--- src/rtl/pipelined_barrel_shifter_if.sv ---
// Operand/result handshake bundle for the pipelined barrel shifter.
interface pipelined_barrel_shifter_if #(
  parameter int unsigned WIDTH = 8
);
  localparam int unsigned SHW = $clog2(WIDTH);

  logic             in_valid;
  logic             in_ready;
  logic [WIDTH-1:0] in_data;
  logic [SHW:0]     in_amt;
  logic [1:0]       in_mode;
  logic             out_valid;
  logic             out_ready;
  logic [WIDTH-1:0] out_data;
  logic             out_zero;

  modport master (
    output in_valid, in_data, in_amt, in_mode, out_ready,
    input  in_ready, out_valid, out_data, out_zero
  );

  modport slave (
    input  in_valid, in_data, in_amt, in_mode, out_ready,
    output in_ready, out_valid, out_data, out_zero
  );
endinterface

--- src/rtl/pipelined_barrel_shifter.sv ---
// Pipelined barrel shifter: one shift stage per amount bit plus an overflow
// stage, each followed by a register slot, with valid/ready on both ends.
module pipelined_barrel_shifter #(
  parameter int unsigned WIDTH = 8
) (
  input logic                        clk,
  input logic                        rst_n,
  pipelined_barrel_shifter_if.slave  bus
);
  localparam int unsigned SHW   = $clog2(WIDTH);
  localparam int unsigned NSLOT = SHW + 1;

  localparam logic [1:0] MODE_SLL = 2'b00;
  localparam logic [1:0] MODE_SRL = 2'b01;
  localparam logic [1:0] MODE_SRA = 2'b10;
  localparam logic [1:0] MODE_ROL = 2'b11;

  typedef struct packed {
    logic [WIDTH-1:0] data;
    logic [SHW:0]     amt;
    logic [1:0]       mode;
    logic             sign;
  } slot_t;

  logic [NSLOT-1:0] valid_q, valid_d;
  slot_t            slot_q [NSLOT];
  slot_t            slot_d [NSLOT];
  slot_t            src_c  [NSLOT];
  logic [NSLOT-1:0] src_v_c;
  logic [NSLOT-1:0] load_c;

  // Conditional shift by 2^k for stage k.
  function automatic logic [WIDTH-1:0] stage_shift(input slot_t s, input int unsigned k);
    logic [2*WIDTH-1:0] ext;
    int unsigned        sh;
    logic [WIDTH-1:0]   res;
    sh  = 32'(1) << k;
    ext = '0;
    res = s.data;
    if (s.amt[k]) begin
      case (s.mode)
        MODE_SLL: res = s.data << sh;
        MODE_SRL: res = s.data >> sh;
        MODE_SRA: begin
          ext = {{WIDTH{s.sign}}, s.data} >> sh;
          res = ext[WIDTH-1:0];
        end
        default: begin
          ext = {s.data, s.data} << sh;
          res = ext[2*WIDTH-1:WIDTH];
        end
      endcase
    end
    return res;
  endfunction

  // Amounts of WIDTH or more; rotate keeps amt mod WIDTH.
  function automatic logic [WIDTH-1:0] overflow_fix(input slot_t s);
    logic [WIDTH-1:0] res;
    res = s.data;
    if (s.amt[SHW]) begin
      case (s.mode)
        MODE_SLL, MODE_SRL: res = '0;
        MODE_SRA:           res = {WIDTH{s.sign}};
        default:            res = s.data;
      endcase
    end
    return res;
  endfunction

  // A slot loads when empty or when its content moves on; bubbles collapse.
  always_comb begin
    logic take;
    load_c = '0;
    take   = bus.out_ready;
    for (int k = int'(NSLOT) - 1; k >= 0; k--) begin
      load_c[k] = !valid_q[k] || take;
      take      = load_c[k];
    end
  end

  always_comb begin
    src_c[0].data = bus.in_data;
    src_c[0].amt  = bus.in_amt;
    src_c[0].mode = bus.in_mode;
    src_c[0].sign = bus.in_data[WIDTH-1];
    src_v_c[0]    = bus.in_valid;
    for (int unsigned k = 1; k < NSLOT; k++) begin
      src_c[k]   = slot_q[k-1];
      src_v_c[k] = valid_q[k-1];
    end
  end

  always_comb begin
    valid_d = valid_q;
    for (int unsigned k = 0; k < NSLOT; k++) begin
      slot_d[k] = slot_q[k];
    end
    for (int unsigned k = 0; k < NSLOT; k++) begin
      if (load_c[k]) begin
        valid_d[k] = src_v_c[k];
        // Data only updates on a real operand so the output holds after emit.
        if (src_v_c[k]) begin
          slot_d[k]      = src_c[k];
          slot_d[k].data = (k == NSLOT - 1) ? overflow_fix(src_c[k])
                                            : stage_shift(src_c[k], k);
        end
      end
    end
  end

  always_ff @(posedge clk or negedge rst_n) begin
    if (!rst_n) begin
      valid_q <= '0;
      for (int unsigned k = 0; k < NSLOT; k++) begin
        slot_q[k] <= '0;
      end
    end else begin
      valid_q <= valid_d;
      for (int unsigned k = 0; k < NSLOT; k++) begin
        slot_q[k] <= slot_d[k];
      end
    end
  end

  assign bus.in_ready  = load_c[0];
  assign bus.out_valid = valid_q[NSLOT-1];
  assign bus.out_data  = slot_q[NSLOT-1].data;
  assign bus.out_zero  = (slot_q[NSLOT-1].data == '0);
endmodule

--- src/flat_wrapper.sv ---
// flat-port wrapper written by rule: the top's interface ports become plain ports
module pipelined_barrel_shifter_flat 
#(
  parameter int unsigned WIDTH = 8
)
  (clk, rst_n, bus_in_valid, bus_in_data, bus_in_amt, bus_in_mode, bus_out_ready, bus_in_ready, bus_out_valid, bus_out_data, bus_out_zero);
  pipelined_barrel_shifter_if #(.WIDTH(WIDTH)) bus_i ();
  input logic clk;
  input logic rst_n;
  input wire logic [$bits(bus_i.in_valid)-1:0] bus_in_valid;
  input wire logic [$bits(bus_i.in_data)-1:0] bus_in_data;
  input wire logic [$bits(bus_i.in_amt)-1:0] bus_in_amt;
  input wire logic [$bits(bus_i.in_mode)-1:0] bus_in_mode;
  input wire logic [$bits(bus_i.out_ready)-1:0] bus_out_ready;
  output wire logic [$bits(bus_i.in_ready)-1:0] bus_in_ready;
  output wire logic [$bits(bus_i.out_valid)-1:0] bus_out_valid;
  output wire logic [$bits(bus_i.out_data)-1:0] bus_out_data;
  output wire logic [$bits(bus_i.out_zero)-1:0] bus_out_zero;
  assign bus_i.in_valid = bus_in_valid;
  assign bus_i.in_data = bus_in_data;
  assign bus_i.in_amt = bus_in_amt;
  assign bus_i.in_mode = bus_in_mode;
  assign bus_i.out_ready = bus_out_ready;
  assign bus_in_ready = bus_i.in_ready;
  assign bus_out_valid = bus_i.out_valid;
  assign bus_out_data = bus_i.out_data;
  assign bus_out_zero = bus_i.out_zero;
  pipelined_barrel_shifter #(.WIDTH(WIDTH)) u_core (.clk(clk), .rst_n(rst_n), .bus(bus_i));
endmodule
--- config.mk ---
export PLATFORM = sky130hd
export DESIGN_NAME = pipelined_barrel_shifter_flat
export DESIGN_NICKNAME = d
export VERILOG_FILES = /design/src/rtl/pipelined_barrel_shifter_if.sv /design/src/rtl/pipelined_barrel_shifter.sv /design/src/flat_wrapper.sv
export SDC_FILE = /design/constraint.sdc
export NUM_CORES = 1
export LEC_CHECK = 0
export CORE_AREA = 2 2 73 75
export DETAILED_ROUTE_END_ITERATION = 10
export DIE_AREA = 0 0 75 77
export PLACE_DENSITY = 0.84
export SYNTH_ARGS = -nofsm -noshare
export SYNTH_HDL_FRONTEND = slang
export SYNTH_SLANG_ARGS = --single-unit
--- constraint.sdc ---
create_clock -name clk -period 2.3 [get_ports clk]
set_clock_uncertainty 0.2 [all_clocks]
set_input_delay 0.46 -clock clk [delete_from_list [all_inputs] [get_ports clk]]
set_output_delay 0.46 -clock clk [all_outputs]
set_load 0.005 [all_outputs]
# --- After elaboration in Yosys (flattened, before gate mapping) ---
# Index checks and enable logic that the tools add are counted.
classes:
  muxes: 8
  n_reduce_logical: 18
  eq_ne: 8
ops:
  columns: ["cell", "n"]
  rows:
  - ["8-bit case mux with 3 select lines", 3]
  - ["8-bit 2-to-1 mux", 4]
  - ["8-bit case mux with 2 select lines", 1]
  - ["2-bit by 1-bit == test with 1-bit output, second input constant", 4]
  - ["2-bit == test, second input constant", 4]
  - ["2-bit zero test", 4]
  - ["8-bit zero test", 1]
  - ["2-bit AND reduction", 4]
  - ["1-bit zero test", 4]
  - ["1-bit logical OR", 4]
  - ["2-bit OR reduction", 1]
totals:
  out_inout_bits: 11
  word_cells: 51
  reg_bits: 57
  in_bits: 18

# --- Logic depth before layout (Yosys ltp) ---
# Gate-level depths: netlist of run 1.
logic_depth:
  ltp_word: 6
  ltp_mapped: 6
  mapped_depth_nobuf: 4

# --- Worst setup path before layout of run 1 ---
# OpenSTA, ideal clock, no wires.
synth_timing:
  kind: "register to register"
  start: "register u_core.valid_q[1]"
  end: "register u_core.slot_q[46] in the netlist's numbering"
  n_path_buf: 3
  period_less_slack_ns: 1.736
  slack_ns: 0.564
  required_ns: 1.975
  path_stages_with_launch: 7
  t_arrival_ns: 1.411
  setup_time_ns: 0.125
  cell_sequence: "dfrtp_1 > buf_6 > and4b_1 > buf_6 > a21oi_4 > buf_8 > mux2_4"
synth_between:
  elab_chain_cells: 4
synth_lines:
  columns: ["item", "line_no", "rtl"]
  rows:
  - ["from (decl)", "pipelined_barrel_shifter.sv:25", "logic [NSLOT-1:0] valid_q, valid_d;"]
  - ["from (signal assigned)", "pipelined_barrel_shifter.sv:119", "valid_q <= valid_d;"]
  - ["1-bit zero test", "pipelined_barrel_shifter.sv:77", "load_c[k] = !valid_q[k] || take;"]
  - ["1-bit logical OR (2 in series)", "pipelined_barrel_shifter.sv:77", null]
  - ["2-bit AND reduction (no line)", null, null]
  - ["to (signal, indexed assignment)", "pipelined_barrel_shifter.sv:121", "slot_q[k] <= slot_d[k];"]
  - ["to (decl)", "pipelined_barrel_shifter.sv:26", "slot_t slot_q [NSLOT];"]
# No other way between the ends.
# A chain may end at the register's enable or synchronous reset.

# --- Worst setup path after layout of run 1 ---
layout_timing:
  start: "register u_core.slot_q, in the netlist u_core.bus.out_data[5]"
  end: "output port bus_out_zero"
layout_between:
  elab_chain_cells: 1
layout_lines:
  columns: ["item", "line_no", "rtl"]
  rows:
  - ["8-bit zero test", "pipelined_barrel_shifter.sv:129", "assign bus.out_zero = (slot_q[NSLOT-1].data == '0);"]
  - ["to (decl)", "flat_wrapper.sv:18", "output wire logic [$bits(bus_i.out_zero)-1:0] bus_out_zero;"]
# No other way between the ends.

==> out/metrics.yaml, run 1 <==
ff2ff_setup_slack_ps: 460
grt_max_degree: 21
drv_cap: 0
reg2reg_from: "u_core.valid_q[2]"
drv_slew: 0
die_area_sq_um: 5775
fp.coreArea_sq_um: 4977
synth.largest_area_cell: "dfrtp_1"
dp_hpwl_mm: 3.958
total_power_w: 0.003170
io-pin-count: 29
drt_iter0_markers: 115
fin_util: 0.6561
syn_avg_cell_area_sq_um: 10.97
pre_cts_ws_ps: -148.6
crit_type: "register to output port"
synthTopCellsByArea: "dfrtp_1 (47%), mux2_2 (8.2%), a21oi_1 (4.4%)"
syn_nets: 267
whs_ps: 296.8
tns_ps: 0
power.density_nw_per_um2: 970.8
yosysMostFrequentCell: "dfrtp_1"
diodes: 0
grt_pass1_vias: 1969
r2r_cells: 5
grt_pass1_wl_mm: 9.094
worst_slew_pin_slew_ps: 479.3
reg2reg_to: "u_core.slot_q[51]"
synthCells: 249
seq_area_sq_um: 1279
ctsLongestPathBuffers: 2
dr.pass1.iters: 4
total_leakage_power_nw: 1.382
slew_headroom: 0.6789
detail-route-antenna-nets: 0
cts_tree: "yes"
gp_congestion: 0.8952
fin_nets: 298
cp_max_fo: 2
yosys-top-cells-count: "dfrtp_1 (51), a21oi_1 (24), mux2_2 (20), o21ai_0 (13)"
yosysTopAreaCellShare: 0.4670
areaGrowthSynthToFinish_pct: 19.51
min_period_ps: 2200
vias: 1994
wl_per_cell_um: 14.59
grt_usage: 0.2025
clock.fmax_mhz: 454.6
synth_edf_count: 0
overflow: 0
fillers: 402
async_flop_share: 1.000
cp_data_required_time_ps: 1640
crit_path_start_kind: "register"
drt_drc_violations_left: 0
min-delay-start: "u_core.slot_q[29]"
multi_input_area_sq_um: 1267
clockRootBuffer: "clkbuf_8"
clkSlewWorstSetupHoldPaths_ps: 90
totalWireLength_mm: 5.120
numCtsBuffers: 5
synth_cell_types: 41
holdPathEnd: "u_core.slot_q[29]"
rsz0062_at_grt: "no"
timing_hold_violations_final: 0
fin_ws_ps: 100.1
clock_insertion_delay_worst_skew_ps: 300
cts.sinks: 51
synth_area_sq_um: 2733
num_rows: 26
end_kind: "output port"
dieWidth_um: 75
setup_viol: 0
synth_warnings: 0
min_period_over_period: 0.9565
drive_above_1_share: 0.2171
cts.htree.levels: 2
portBuffers: 28
antenna_found_initial: 0
initial_core_util: 0.5490
synth_ff_type: "dfrtp_1"
hold-path-cell-count: 1
outcome: "finished clean"
ys_ff_latch: 51
cp.arrival_ps: 1540
holdCritPathClass: "register to register"
vias_per_cell: 5.681
ys_seq_area_frac: 0.4670
die_h_um: 77
worst_ir_drop_vdd_uv: 382.6
==> registers in the layout (all words and copies together) (netlist names) <==
name and flops:
u_core.slot_q 39, u_core.bus.out_data 8, u_core.valid_q 4
==> layout by cell type (no fill, tap or decap), drive strengths merged, types with 2 or more instances in the layout <==
master         instances
dfrtp                 51
clkdlybuf4s50         25
a21oi                 25
mux2                  24
buf                   20
o21ai                 14
inv                   12
nand2b                12
mux2i                 11
o211ai                10
o2bb2ai                8
nor2                   8
nand2                  8
nand4                  6
o32ai                  6
clkbuf                 5
a221oi                 4
nand3b                 3
a211oi                 3
o31ai                  3
nand3                  3
or4                    2
and4b                  2
bufinv                 2
dlygate4sd2            2
xnor2                  2
==> area by class of cell <==
class,instances,area share
inverter,12,0.01379
multi-input combinational,162,0.3881
clock buffer,5,0.02107
sequential,51,0.3916
timing repair buffer,48,0.1379
clock inverter,3,0.02069
tap,70,0.02682
==> cells by family after synthesis <==
| kind of cell | Yosys count | synth area share |
|---|---|---|
| compound gates | 77 | 0.1914 |
| xor+xnor | 2 | 0.01603 |
| buf+inv | 36 | 0.07234 |
| flops | 51 | 0.4670 |
| mux | 35 | 0.1447 |
| simple gates | 48 | 0.1085 |
==> repair_timing <==
action,4_1_cts,5_1_grt
setup buffers,2,0
hold buffers,1,0
setup endpoints to repair,2,1
hold endpoints to repair,18,0
gates resized for setup,3,2
==> critical path: stages (launching register included) <==
cell	delay, ps
dfrtp_1	380
or4_1	520
nor2_1	100
dlygate4sd2_1	230
==> metal layers <==
layer	wire length, um	track usage	part of all wire	vias up
met5	0	0	0	-
met1	2138	0.2440	0.42	961
met4	95	0.06964	0.019	0
met2	2742	0.3482	0.54	40
li1	-	-	-	983
met3	143	0.04468	0.028	10
==> through the flow <==
step           instances  cell area [sq um]
5_1_grt              351               3266
3_5_place_dp         340               3095
2_1_floorplan        249               2733
4_1_cts              351               3263
6_report             351               3266
3_3_place_gp         340               3095
==> worst max path at each step <==
stage / startpoint / end / slack [ps] / depth (start not counted)
2_1_floorplan: u_core.valid_q[1] / u_core.slot_q[46] / 560 / 6
3_3_place_gp: bus_out_ready / bus_in_ready / -150 / 5
3_5_place_dp: bus_out_ready / bus_in_ready / -150 / 5
4_1_cts: u_core.valid_q[0] / bus_in_ready / 30 / 4
5_1_grt: u_core.bus.out_data[5] / bus_out_zero / 9 / 3
6_report: u_core.bus.out_data[5] / bus_out_zero / 100 / 3
==> report_power, final <==
group / internal (W) / switching, W
clock network: 0.000433 / 0.000284
logic: 0.000589 / 0.000427
registers: 0.00119 / 0.000253
(Power assumes the default switching activity.)
==> run 2, diff against run 1 <==
--- a/config.mk
+++ b/config.mk
@@ -6,6 +6,7 @@
 export NUM_CORES = 1
 export LEC_CHECK = 0
 export CORE_AREA = 2 2 73 75
+export CTS_CLUSTER_SIZE = 30
 export DETAILED_ROUTE_END_ITERATION = 10
 export DIE_AREA = 0 0 75 77
 export PLACE_DENSITY = 0.84
==> results of run 2 <==
Final layout, timing and power as in run 1 (identical DEF).
==> run 3, diff against run 2 <==
==> constraint.sdc (replaced) <==
create_clock -name clk -period 2.1 [get_ports clk]
set_clock_uncertainty 0.2 [all_clocks]
set_input_delay 0.42 -clock clk [delete_from_list [all_inputs] [get_ports clk]]
set_output_delay 0.42 -clock clk [all_outputs]
set_load 0.005 [all_outputs]
==> out/metrics.yaml, run 3 (synthesis results as in run 1) <==
total_power_w: 0.003464  # +9.3%
num_rows: 26  # unchanged
fin_nets: 305  # +2.3%
drt_iter0_markers: 134  # +17%
grt_pass1_vias: 2001  # +1.6%
ctsLongestPathBuffers: 2  # unchanged
drt_drc_violations_left: 0  # unchanged
largest_reg_flops: 39  # unchanged
cts.sinks: 51  # unchanged
cp.arrival_ps: 1440  # -100 ps
final_common_cell: "dfrtp_1"
antenna_found_initial: 0  # unchanged
setup_viol: 0  # unchanged
drv_cap: 0  # unchanged
timing_hold_violations_final: 0  # unchanged
wl_per_cell_um: 14.56  # -0.17%
placed_cell_area_sq_um: 3148  # +1.7%
cts.htree.levels: 2  # unchanged
cts_tree: "yes"
io-pin-count: 29  # unchanged
dp_hpwl_mm: 3.885  # -1.9%
grt_max_degree: 52  # +150%
vias: 1980  # -0.70%
overflow: 0  # unchanged
cp_data_required_time_ps: 1480  # -160 ps
clkSlewWorstSetupHoldPaths_ps: 90  # about the same
most-common-layout-cells: "dfrtp_1 (50), a21oi_1 (24), clkdlybuf4s50_1 (24), buf_4 (24), mux2_2 (20)"
initial_core_util: 0.5490  # unchanged
fp.coreArea_sq_um: 4977  # unchanged
power.density_nw_per_um2: 1049  # +8.0%
dr.pass1.iters: 4  # unchanged
largest-register: "u_core.slot_q"
die_h_um: 77  # unchanged
vias_per_cell: 5.531  # -2.6%
outcome: "finished clean"
portBuffers: 28  # unchanged
grt_pass1_wl_mm: 9.197  # +1.1%
cp_max_fo: 2  # unchanged
crit_type: "register to output port"
totalWireLength_mm: 5.213  # +1.8%
dieWidth_um: 75  # unchanged
clock_insertion_delay_worst_skew_ps: 300  # about the same
min_period_over_period: 0.9826
ff2ff_setup_slack_ps: 280  # -180 ps
drv_slew: 0  # unchanged
fin_area_sq_um: 3303  # +1.1%
detail-route-antenna-nets: 0  # unchanged
min_period_ps: 2064
diodes: 0  # unchanged
drive_above_1_share: 0.2465  # +0.02945
worst_ir_drop_vdd_uv: 400.0  # +4.6%
end_kind: "output port"
numCtsBuffers: 5  # unchanged
worst_slew_pin_slew_ps: 475.8  # -3.523 ps
clock.fmax_mhz: 484.6
grt_usage: 0.2069  # +0.004412
rsz0062_at_grt: "yes"
slew_headroom: 0.6813  # +0.002360
total_leakage_power_nw: 1.411  # +2.1%
whs_ps: 303.3  # +6.454 ps
areaGrowthSynthToFinish_pct: 20.88
die_area_sq_um: 5775  # unchanged
gp_congestion: 0.8555  # -4.4%
clockRootBuffer: "clkbuf_8"
crit_path_start_kind: "register"
holdCritPathClass: "register to register"
==> run 3: layer usage <==
layer	share of wire	GRT usage	up-vias
met5	0	0	-
met4	0.018	0.07321	0
met3	0.034	0.04205	9
met2	0.52	0.3500	45
met1	0.43	0.2567	932
li1	-	-	994
==> run 3: stage by stage <==
stage / TNS, ps / worst slack, ps / utilization / instances
floorplan: 0 / 363.5 / - / 249
global placement: -914.9 / -273.2 / 0.6325 / 347
detailed placement: -1315 / -281.7 / 0.6325 / 347
CTS: 0 / 11.17 / 0.6616 / 358
global route: -15.71 / -15.71 / 0.6637 / 358
finish: 0 / 36.45 / 0.6637 / 358
==> run 3: worst paths after layout <==
path / from / endpoint / depth (start not counted)
worst max-delay path: u_core.bus.out_data[7] / bus_out_zero / 3
worst min-delay path: u_core.slot_q[27] / u_core.slot_q[27] / 1
worst max register to register: u_core.valid_q[2] / u_core.slot_q[50] / 5
worst min register to register: u_core.slot_q[27] / u_core.slot_q[27] / 1
max in group asynchronous: rst_n / u_core.valid_q[3] / 3
min in group asynchronous: rst_n / u_core.bus.out_data[2] / 3
==> run 3: worst max-delay path, cell delays in order (launching register included) <==
cell	delay (ps)
dfrtp_1	390
or4_4	530
nor2_2	110
buf_2	110
==> run 3: cell type report <==
type,count,area [sq um]
tap,70,87.58
timing repair buffer,55,498.0
clock inverter,2,35.03
clock buffer,6,82.58
multi-input combinational,162,1277
sequential,51,1277
fill,411,1674
inverter,12,45.04
==> run 3: power by group <==
group | leakage [nW] | switching, W | total (W) | internal (W)
clock | 0.0612 | 0.000316 | 0.000702 | 0.000386
sequential | 0.607 | 0.000266 | 0.00156 | 0.00130
combinational | 0.743 | 0.000494 | 0.00120 | 0.000705
total | 1.41 | 0.00108 | 0.00346 | 0.00239
==> run 3: timing repair <==
| action | in CTS | in global routing |
|---|---|---|
| setup endpoints to repair | 2 | 1 |
| endpoints found under the hold margin | 51 | 0 |
| hold buffers | 1 | 0 |
| setup buffers | 2 | 0 |
| resized for setup | 8 | 3 |
| pin swaps | 3 | 2 |
